[config.mk]
export PLATFORM = sky130hd
export DESIGN_NAME = dram_port_arbiter
export DESIGN_NICKNAME = d
export VERILOG_FILES = /design/src/rtl/dram_port_arbiter.sv
export SDC_FILE = /design/constraint.sdc
export NUM_CORES = 1
export LEC_CHECK = 0
export CAP_MARGIN = 20
export CORE_MARGIN = 5
export CORE_UTILIZATION = 36
export DETAILED_ROUTE_END_ITERATION = 10
export GPL_ROUTABILITY_DRIVEN = 0
export GPL_TIMING_DRIVEN = 0
export HOLD_SLACK_MARGIN = 0.15
export PLACE_DENSITY = 0.91
export SETUP_SLACK_MARGIN = 0.4
export SLEW_MARGIN = 30
export SYNTH_ARGS = -nofsm -noshare
export SYNTH_HDL_FRONTEND = slang
export SYNTH_SLANG_ARGS = --single-unit
[constraint.sdc]
create_clock -name clk -period 2.1 [get_ports clk]
set_input_delay 0.21 -clock clk [delete_from_list [all_inputs] [get_ports clk]]
set_output_delay 0.21 -clock clk [all_outputs]
set_load 0.02 [all_outputs]
[src/rtl/dram_port_arbiter.sv]
// Round-robin arbiter that shares one DRAM port among NUM_REQ engines.
// It tracks at most one outstanding read and returns an error response when that read times out.
module dram_port_arbiter #(
   parameter int unsigned DATA_WIDTH = 32,
   parameter int unsigned ADDR_WIDTH = 18,
   parameter int unsigned NUM_REQ    = 3,
   parameter int unsigned TIMEOUT    = 256
) (
   input  logic                          clk,
   input  logic                          srst,
   input  logic [NUM_REQ-1:0]            req_rd,
   input  logic [NUM_REQ-1:0]            req_wr,
   input  logic [NUM_REQ*ADDR_WIDTH-1:0] req_addr,
   input  logic [NUM_REQ*DATA_WIDTH-1:0] req_wdata,
   output logic [NUM_REQ-1:0]            gnt,
   output logic [NUM_REQ-1:0]            rsp_valid,
   output logic [NUM_REQ-1:0]            rsp_err,
   output logic [DATA_WIDTH-1:0]         rsp_data,
   input  logic [DATA_WIDTH-1:0]         data_in,
   input  logic                          dram_valid,
   output logic [DATA_WIDTH-1:0]         data_out,
   output logic [ADDR_WIDTH-1:0]         addr_in,
   output logic [ADDR_WIDTH-1:0]         addr_out,
   output logic                          dram_en_rd,
   output logic                          dram_en_wr,
   output logic                          busy
);

   localparam int unsigned    IW       = (NUM_REQ > 1) ? $clog2(NUM_REQ) : 1;
   localparam int unsigned    CW       = $clog2(TIMEOUT);
   localparam logic [IW-1:0]  IDX_LAST = IW'(NUM_REQ - 1);
   localparam logic [CW-1:0]  CNT_LAST = CW'(TIMEOUT - 1);

   typedef enum logic [1:0] {
      IDLE     = 2'd0,
      ISSUE_WR = 2'd1,
      ISSUE_RD = 2'd2,
      RD_WAIT  = 2'd3
   } state_t;

   state_t                r_state, w_state_nxt;
   logic [IW-1:0]         r_ptr, w_ptr_nxt;
   logic [IW-1:0]         r_win, w_win_nxt;
   logic [CW-1:0]         r_cnt, w_cnt_nxt;

   logic [NUM_REQ-1:0]    w_pend;
   logic                  w_found_hi, w_found_lo, w_found;
   logic [IW-1:0]         w_win_hi, w_win_lo, w_win;
   logic [NUM_REQ-1:0]    w_win_oh, w_own_oh;
   logic [ADDR_WIDTH-1:0] w_sel_addr;
   logic [DATA_WIDTH-1:0] w_sel_wdata;
   logic                  w_sel_wr;

   logic [NUM_REQ-1:0]    w_gnt_nxt, w_rsp_valid_nxt, w_rsp_err_nxt;
   logic [DATA_WIDTH-1:0] w_rsp_data_nxt, w_data_out_nxt;
   logic [ADDR_WIDTH-1:0] w_addr_in_nxt, w_addr_out_nxt;
   logic                  w_en_rd_nxt, w_en_wr_nxt;

   // Rotating priority: first pending index at or above ptr, otherwise wrap to the lowest pending index.
   always_comb begin
      w_pend     = req_rd | req_wr;
      w_found_hi = 1'b0;
      w_found_lo = 1'b0;
      w_win_hi   = '0;
      w_win_lo   = '0;
      for (int unsigned k = 0; k < NUM_REQ; k++) begin
         if (w_pend[k] && !w_found_lo) begin
            w_found_lo = 1'b1;
            w_win_lo   = IW'(k);
         end
         if (w_pend[k] && (IW'(k) >= r_ptr) && !w_found_hi) begin
            w_found_hi = 1'b1;
            w_win_hi   = IW'(k);
         end
      end
      w_found = w_found_hi | w_found_lo;
      w_win   = w_found_hi ? w_win_hi : w_win_lo;

      w_sel_addr  = '0;
      w_sel_wdata = '0;
      w_sel_wr    = 1'b0;
      w_win_oh    = '0;
      w_own_oh    = '0;
      for (int unsigned k = 0; k < NUM_REQ; k++) begin
         if (IW'(k) == w_win) begin
            w_sel_addr  = req_addr[k*ADDR_WIDTH +: ADDR_WIDTH];
            w_sel_wdata = req_wdata[k*DATA_WIDTH +: DATA_WIDTH];
            w_sel_wr    = req_wr[k];
            w_win_oh[k] = 1'b1;
         end
         w_own_oh[k] = (IW'(k) == r_win);
      end
   end

   // Output values are computed on the transition, so the registered strobes coincide with the ISSUE_* state.
   always_comb begin
      w_state_nxt     = r_state;
      w_ptr_nxt       = r_ptr;
      w_win_nxt       = r_win;
      w_cnt_nxt       = r_cnt;
      w_gnt_nxt       = '0;
      w_en_wr_nxt     = 1'b0;
      w_en_rd_nxt     = 1'b0;
      w_addr_in_nxt   = '0;
      w_addr_out_nxt  = '0;
      w_data_out_nxt  = '0;
      w_rsp_valid_nxt = '0;
      w_rsp_err_nxt   = '0;
      w_rsp_data_nxt  = '0;
      unique case (r_state)
         IDLE: begin
            if (w_found) begin
               w_win_nxt = w_win;
               w_ptr_nxt = (w_win == IDX_LAST) ? '0 : w_win + 1'b1;
               w_gnt_nxt = w_win_oh;
               if (w_sel_wr) begin
                  w_state_nxt    = ISSUE_WR;
                  w_en_wr_nxt    = 1'b1;
                  w_addr_out_nxt = w_sel_addr;
                  w_data_out_nxt = w_sel_wdata;
               end else begin
                  w_state_nxt   = ISSUE_RD;
                  w_en_rd_nxt   = 1'b1;
                  w_addr_in_nxt = w_sel_addr;
               end
            end
         end
         ISSUE_WR: w_state_nxt = IDLE;
         ISSUE_RD: begin
            w_state_nxt = RD_WAIT;
            w_cnt_nxt   = '0;
         end
         RD_WAIT: begin
            if (dram_valid) begin
               w_state_nxt     = IDLE;
               w_rsp_valid_nxt = w_own_oh;
               w_rsp_data_nxt  = data_in;
            end else if (r_cnt == CNT_LAST) begin
               w_state_nxt     = IDLE;
               w_rsp_valid_nxt = w_own_oh;
               w_rsp_err_nxt   = w_own_oh;
            end else begin
               w_cnt_nxt = r_cnt + 1'b1;
            end
         end
         default: w_state_nxt = IDLE;
      endcase
   end

   always_ff @(posedge clk) begin
      if (srst) begin
         r_state    <= IDLE;
         r_ptr      <= '0;
         r_win      <= '0;
         r_cnt      <= '0;
         gnt        <= '0;
         rsp_valid  <= '0;
         rsp_err    <= '0;
         rsp_data   <= '0;
         data_out   <= '0;
         addr_in    <= '0;
         addr_out   <= '0;
         dram_en_rd <= 1'b0;
         dram_en_wr <= 1'b0;
         busy       <= 1'b0;
      end else begin
         r_state    <= w_state_nxt;
         r_ptr      <= w_ptr_nxt;
         r_win      <= w_win_nxt;
         r_cnt      <= w_cnt_nxt;
         gnt        <= w_gnt_nxt;
         rsp_valid  <= w_rsp_valid_nxt;
         rsp_err    <= w_rsp_err_nxt;
         rsp_data   <= w_rsp_data_nxt;
         data_out   <= w_data_out_nxt;
         addr_in    <= w_addr_in_nxt;
         addr_out   <= w_addr_out_nxt;
         dram_en_rd <= w_en_rd_nxt;
         dram_en_wr <= w_en_wr_nxt;
         busy       <= (w_state_nxt != IDLE);
      end
   end

endmodule

## Word-level counts from Yosys, hierarchy flattened

Index checks and enable logic that the tools add are counted.

- Register bits after elaboration: 126
- Output and inout port bits: 112
- Word-level logic and storage cells: 97

- Add/sub/neg operators: 2
- Order comparisons: 3
- Equality and inequality tests: 11
- Muxes and demuxes: 36
- Bitwise logic cells: 7
- Reduce and logical (&&, ||, !) cells: 24

Operators by type and width:

| kind | count |
|---|---|
| $mux W32 | 3 |
| $mux W18 | 3 |
| $mux W1 | 16 |
| $mux W2 | 8 |
| $mux W8 | 2 |
| $pmux W8 S2 | 1 |
| $reduce_or A3 Y1 | 3 |
| $add A8 B1 Y8 const B | 1 |
| $eq A8 B8 Y1 const B | 1 |
| $pmux W2 S4 | 1 |
| $reduce_or A4 Y1 | 2 |
| $logic_and A1 B1 Y1 | 7 |
| $eq A2 B2 Y1 const B | 3 |
| $logic_not A2 Y1 | 3 |
| $mux W3 | 2 |
| $not A1 Y1 | 5 |
| $eq A1 B2 Y1 const A | 2 |
| $eq A2 B2 Y1 const A | 2 |
| $ge A1 B2 Y1 const A | 2 |
| $logic_not A1 Y1 | 4 |
| $ne A2 B2 Y1 const B | 2 |
| $reduce_bool A2 Y1 | 2 |
| $or A3 B3 Y3 | 1 |
| $reduce_and A3 Y1 | 1 |
| 6 further kinds | 6 |

## Depth between registers and ports, before layout

- Depth after elaboration: 18
- Depth in mapped cells: 8

## Worst setup path after synthesis

Ideal clock, no wire load.

- Path type: input to register
- Start: input req_wr[2]
- End: register data_out[1]
- Setup time: 0.153 ns
- Data arrival time: 1.650 ns
- Data required time: 1.947 ns
- Setup slack: 0.297 ns
- Cell stages on the path: 7
- Cell sequence: buf_2 > or4_4 > o31ai_2 > nor2_1 > o21ai_2 > buf_2 > a311oi_2

- Longest elaborated chain between the ends: 11
- Elaborated cells between the ends (all ways): 22

Ends and longest elaborated chain:

| item | line | RTL |
|---|---|---|
| start, declared | 12 | `input logic [NUM_REQ-1:0] req_wr,` |
| $or A3 B3 Y3 | 61 | `w_pend = req_rd \| req_wr;` |
| $logic_and A1 B1 Y1 (2 in a row) | 71 | `if (w_pend[k] && (IW'(k) >= r_ptr) && !w_found_hi) begin` |
| $mux W2 or $mux W1 (tied branches) | 71 |  |
| $mux W2 | 77 | `w_win = w_found_hi ? w_win_hi : w_win_lo;` |
| $logic_not A2 Y1 | 85 | `if (IW'(k) == w_win) begin` |
| $mux W1 (3 in a row) | 85 |  |
| $not A1 Y1 (no source line) | -- |  |
| $reduce_or A4 Y1 (no source line) | -- |  |
| end signal, assigned | 175 | `data_out <= w_data_out_nxt;` |
| end, declared | 21 | `output logic [DATA_WIDTH-1:0] data_out,` |

Several ways; a longest one is shown, not always the timed one.
A chain may end at the register's enable or synchronous reset.

## Final worst setup path

- Start: register r_ptr[0]
- End: register data_out[11]

- Longest elaborated chain between the ends: 16
- Elaborated cells between the ends (all ways): 29

Ends and longest elaborated chain:

| item | line | RTL |
|---|---|---|
| start, declared | 42 | `logic [IW-1:0] r_ptr, w_ptr_nxt;` |
| start signal, assigned | 168 | `r_ptr <= w_ptr_nxt;` |
| $ge A1 B2 Y1 | 71 |  |
| $logic_and A1 B1 Y1 | 71 |  |
| $mux W1 | 71 |  |
| $logic_not A1 Y1 | 71 |  |
| $logic_and A1 B1 Y1 | 71 |  |
| $mux W1 | 71 |  |
| $logic_not A1 Y1 | 71 |  |
| $logic_and A1 B1 Y1 | 71 |  |
| $mux W2 or $mux W1 (tied branches) | 71 |  |
| $mux W2 | 77 |  |
| $logic_not A2 Y1 | 85 |  |
| $mux W1 (3 in a row) | 85 |  |
| $not A1 Y1 (no source line) | -- |  |
| $reduce_or A4 Y1 (no source line) | -- |  |

Several ways; a longest one is shown, not always the timed one.

==> metrics.log <==
INFO  metric setup.reg_to_reg.worst_slack = 0.33 ns
INFO  metric outcome = completed
INFO  metric globalRoute.totalOverflow = 0
INFO  metric postRouteWirelength = 18790 um
INFO  metric finalCriticalPeriod = 1.765 ns
INFO  metric total_leakage_power = 3.594 nW
INFO  metric post_synthesis_net_count = 691
INFO  metric synth_enable_flop_cells = 0
INFO  metric tritoncts = done
INFO  metric area.growth.synth_to_final = 96.25%
INFO  metric pin_count = 303
INFO  metric route.detailed.drc = 0
INFO  metric final_min_period_over_clock_period = 84.07%
INFO  metric setup-tns-final = 0 ns
INFO  metric dieArea = 15550 um2
INFO  metric initialDrtViolationCount = 287
INFO  metric wl_per_cell = 18.19 um
INFO  metric synth_compound_area_share = 22.33%
INFO  metric h_tree_depth_reported_by_cts = 4
INFO  metric cts_buffer_depth = 2
INFO  metric placement_rows = 42
INFO  metric worstMarginPinSlew = 0.5068 ns
INFO  metric dieWidth = 124.7 um
INFO  metric slowest_stage = sky130_fd_sc_hd__a222oi_1
INFO  metric synthesis.area_per_instance = 9.488 um2
INFO  metric route.antenna.remaining_nets = 0
INFO  metric maxCapViolCount = 0
INFO  metric port_buffers = 299
INFO  metric vias = 5267
INFO  metric critical_path_arrival = 2.06 ns
INFO  metric yosys.area.top_type_share = 53.28%
INFO  metric cp-endpoint = data_out[11]$_SDFF_PP0_
INFO  metric vias_in_the_first_global_route = 5201
INFO  metric post_synth_main_area_contributors = sky130_fd_sc_hd__dfxtp_1, sky130_fd_sc_hd__a311oi_2, sky130_fd_sc_hd__nor2_1
INFO  metric clk_pin_slew = 0.06 ns
INFO  metric timing.rr.end = data_out[11]$_SDFF_PP0_
INFO  metric finalNonFillerCells = 1033
INFO  metric yosys_most_used_dff = sky130_fd_sc_hd__dfxtp_1
INFO  metric final-hold-violation-count = 0
INFO  metric timing.final.ws_setup = 0.3346 ns
INFO  metric yosys_register_bits = 126
INFO  metric rsz0062_at_grt = true
INFO  metric hold_slack = 0.1982 ns
INFO  metric mostFrequentLayoutCells = sky130_fd_sc_hd__clkdlybuf4s50_1, sky130_fd_sc_hd__dfxtp_1, sky130_fd_sc_hd__nor2_1
INFO  metric synth_warnings = 0
INFO  metric first_pass_iters = 8
INFO  metric finalSetupViolCount = 0
INFO  metric critical_path.max_fanout = 6
INFO  metric post-synth-top-area-cell = sky130_fd_sc_hd__dfxtp_1
INFO  metric antenna_found_initial = 0
INFO  metric clock-root-buffer = sky130_fd_sc_hd__clkbuf_16
INFO  metric die_y = 124.7 um
INFO  metric drive_above_1_share = 18.20%
INFO  metric layout_commonest_cell = sky130_fd_sc_hd__clkdlybuf4s50_1
INFO  metric crit_type = reg -> reg
INFO  metric clock_sink_count = 126
INFO  metric largest_family_of_logic_cells_by_synthesized_area = compound AO/OA/AOI/OAI gates
INFO  metric cts_hold_repair.buffers = 0
INFO  metric timing.critical_path.to_type = register
INFO  metric antenna_cells = 0
INFO  metric crit_required = 2.39 ns
INFO  metric worst_clock_skew = 0.01112 ns
INFO  metric grt_max_degree = 17
INFO  metric worst_slew_margin_rel = 66.21%
INFO  metric power = 11.05 mW
INFO  metric dp_hpwl = 13910 um
INFO  metric postSynth.asyncResetShare = 0%
INFO  metric initial_utilization = 36.18%
INFO  metric post_drt_via_cell_ratio = 5.099
INFO  metric power_per_cell_area = 1189 nW/um2
INFO  metric vdd_ir_drop_max = 0.6312 mV
INFO  metric adder_and_majority_cell_fraction_of_the_synthesized_area = 0.2643%
INFO  metric pre_cts_ws = -0.6572 ns
INFO  metric mappedNetlistArea = 4735 um2
INFO  metric crit_path_start_kind = register
INFO  metric hold_path_class = in -> reg
INFO  metric syn-instance-count = 499
INFO  metric grt.total_usage = 22.43%
INFO  metric clk-insertion-delay-late = 0.42 ns
INFO  metric synth_mux_area_share = 0.2378%
INFO  metric crit_chain = nor2b_4 -> a211oi_2 -> clkbuf_8 -> nor2_4 -> buf_8 -> a222oi_1 -> nor2_1
INFO  metric synthXorXnorAreaFrac = 0.5550%
INFO  metric cts_buffers = 17
INFO  metric synth_simple_gate_area_share = 19.74%
INFO  metric ff2ff_path_depth = 7
INFO  metric dpl.cell_count = 974
INFO  metric core_region_area = 13090 um2
INFO  metric timing.rr.start = r_ptr[0]$_SDFFE_PP0P_
INFO  metric first_pass_grt_wire_length = 27590 um
INFO  metric finish.net_count = 1036
INFO  metric slew_violations = 0
INFO  metric synthDistinctLibCells = 47
INFO  metric timing.critical_path.from = r_ptr[0]$_SDFFE_PP0P_
INFO  metric sequential_fraction_of_the_synthesis_area = 53.28%
INFO  metric maximum_operating_frequency = 0.5665 GHz
INFO  metric slowest_delay = 0.38 ns
-- Yosys cell counts (10+ instances only) --
master / count
sky130_fd_sc_hd__nor3_1: 27
sky130_fd_sc_hd__o21ai_0: 42
sky130_fd_sc_hd__a222oi_1: 13
sky130_fd_sc_hd__nor2b_1: 12
sky130_fd_sc_hd__nand2_1: 24
sky130_fd_sc_hd__dfxtp_1: 126
sky130_fd_sc_hd__clkbuf_1: 28
sky130_fd_sc_hd__nor2_1: 65
sky130_fd_sc_hd__a21oi_1: 24
sky130_fd_sc_hd__and3_1: 32
sky130_fd_sc_hd__a311oi_2: 17
sky130_fd_sc_hd__o221ai_1: 10
-- what timing repair did --
item                                   in CTS  in global routing
endpoints found under the hold margin       0                  0
gates cloned                                2                  2
gates resized for setup                    65                 49
setup endpoints to repair                  82                 80
setup buffers                              19                  4
pin swaps                                  16                 25
-- report_power, final --
| part | internal (mW) | switching, mW |
|---|---|---|
| registers | 2.85 | 0.173 |
| logic | 2.31 | 2.50 |
| clock network | 2.04 | 1.16 |
-- registers in the layout (all words and copies together) (netlist names), 3 cells and up --
register / count
rsp_err: 3
r_cnt: 8
data_out: 32
gnt: 3
rsp_valid: 3
addr_out: 18
rsp_data: 32
addr_in: 18
-- kinds of logic (layout without fill, tap and decap cells) --
group | count (synthesis) | count (layout)
AO/OA/AOI/OAI | 138 | 138
XOR/XNOR | 3 | 3
adder cells (fa/ha/maj) | 1 | 1
buffers and inverters | 41 | 399
flip-flops | 126 | 126
multiplexers | 1 | 1
AND/OR/NAND/NOR | 189 | 189
-- stage by stage --
stage          cell area [um2]  util (%)
6_report                  9291     71.01
5_1_grt                   9291     71.01
4_1_cts                   9009     68.85
3_5_place_dp              7985     61.03
3_3_place_gp              7985     61.03
2_1_floorplan             4772         -
-- area by class of cell --
cell class | count | area [um2]
sequential | 126 | 2530
multi-input combinational | 332 | 2322
clock inverter | 14 | 203.9
tap | 176 | 220.2
clock buffer | 18 | 439.2
timing repair buffer | 326 | 3296
fill | 955 | 3794
inverter | 4 | 17.52
buffer | 37 | 262.8
-- layer usage --
| layer | up-vias | GRT usage, % | part of all wire [%] |
|---|---|---|---|
| met1 | 2435 | 25.39 | 39 |
| met5 | - | 0 | 0 |
| met3 | 45 | 7.247 | 8.2 |
| met4 | 0 | 8.833 | 2.8 |
| met2 | 272 | 39.06 | 50 |
| li1 | 2515 | - | - |
-- worst max-delay path, delay by kind of cell (launching register included) --
kind / cells / cell delay, ns
buffers and inverters: 2 / 0.34
AOI/OAI and AO/OA: 2 / 0.63
and+or+nand+nor: 3 / 0.31
DFF: 1 / 0.36
-- worst min-delay path by stage --
stage	cells after the start	endpoint	slack (ns)	from
final	2	busy$_SDFF_PP0_	0.20	srst
after global routing	2	r_state[0]$_SDFF_PP0_	0.20	srst
after CTS	2	busy$_SDFF_PP0_	0.16	srst
after detailed placement	2	r_cnt[3]$_SDFFE_PP0P_	0.51	r_cnt[3]$_SDFFE_PP0P_
after global placement	2	r_cnt[3]$_SDFFE_PP0P_	0.49	r_cnt[3]$_SDFFE_PP0P_
after floorplan	2	data_out[0]$_SDFF_PP0_	0.36	req_wdata[0]
Power figures use the tool's default switching activity.
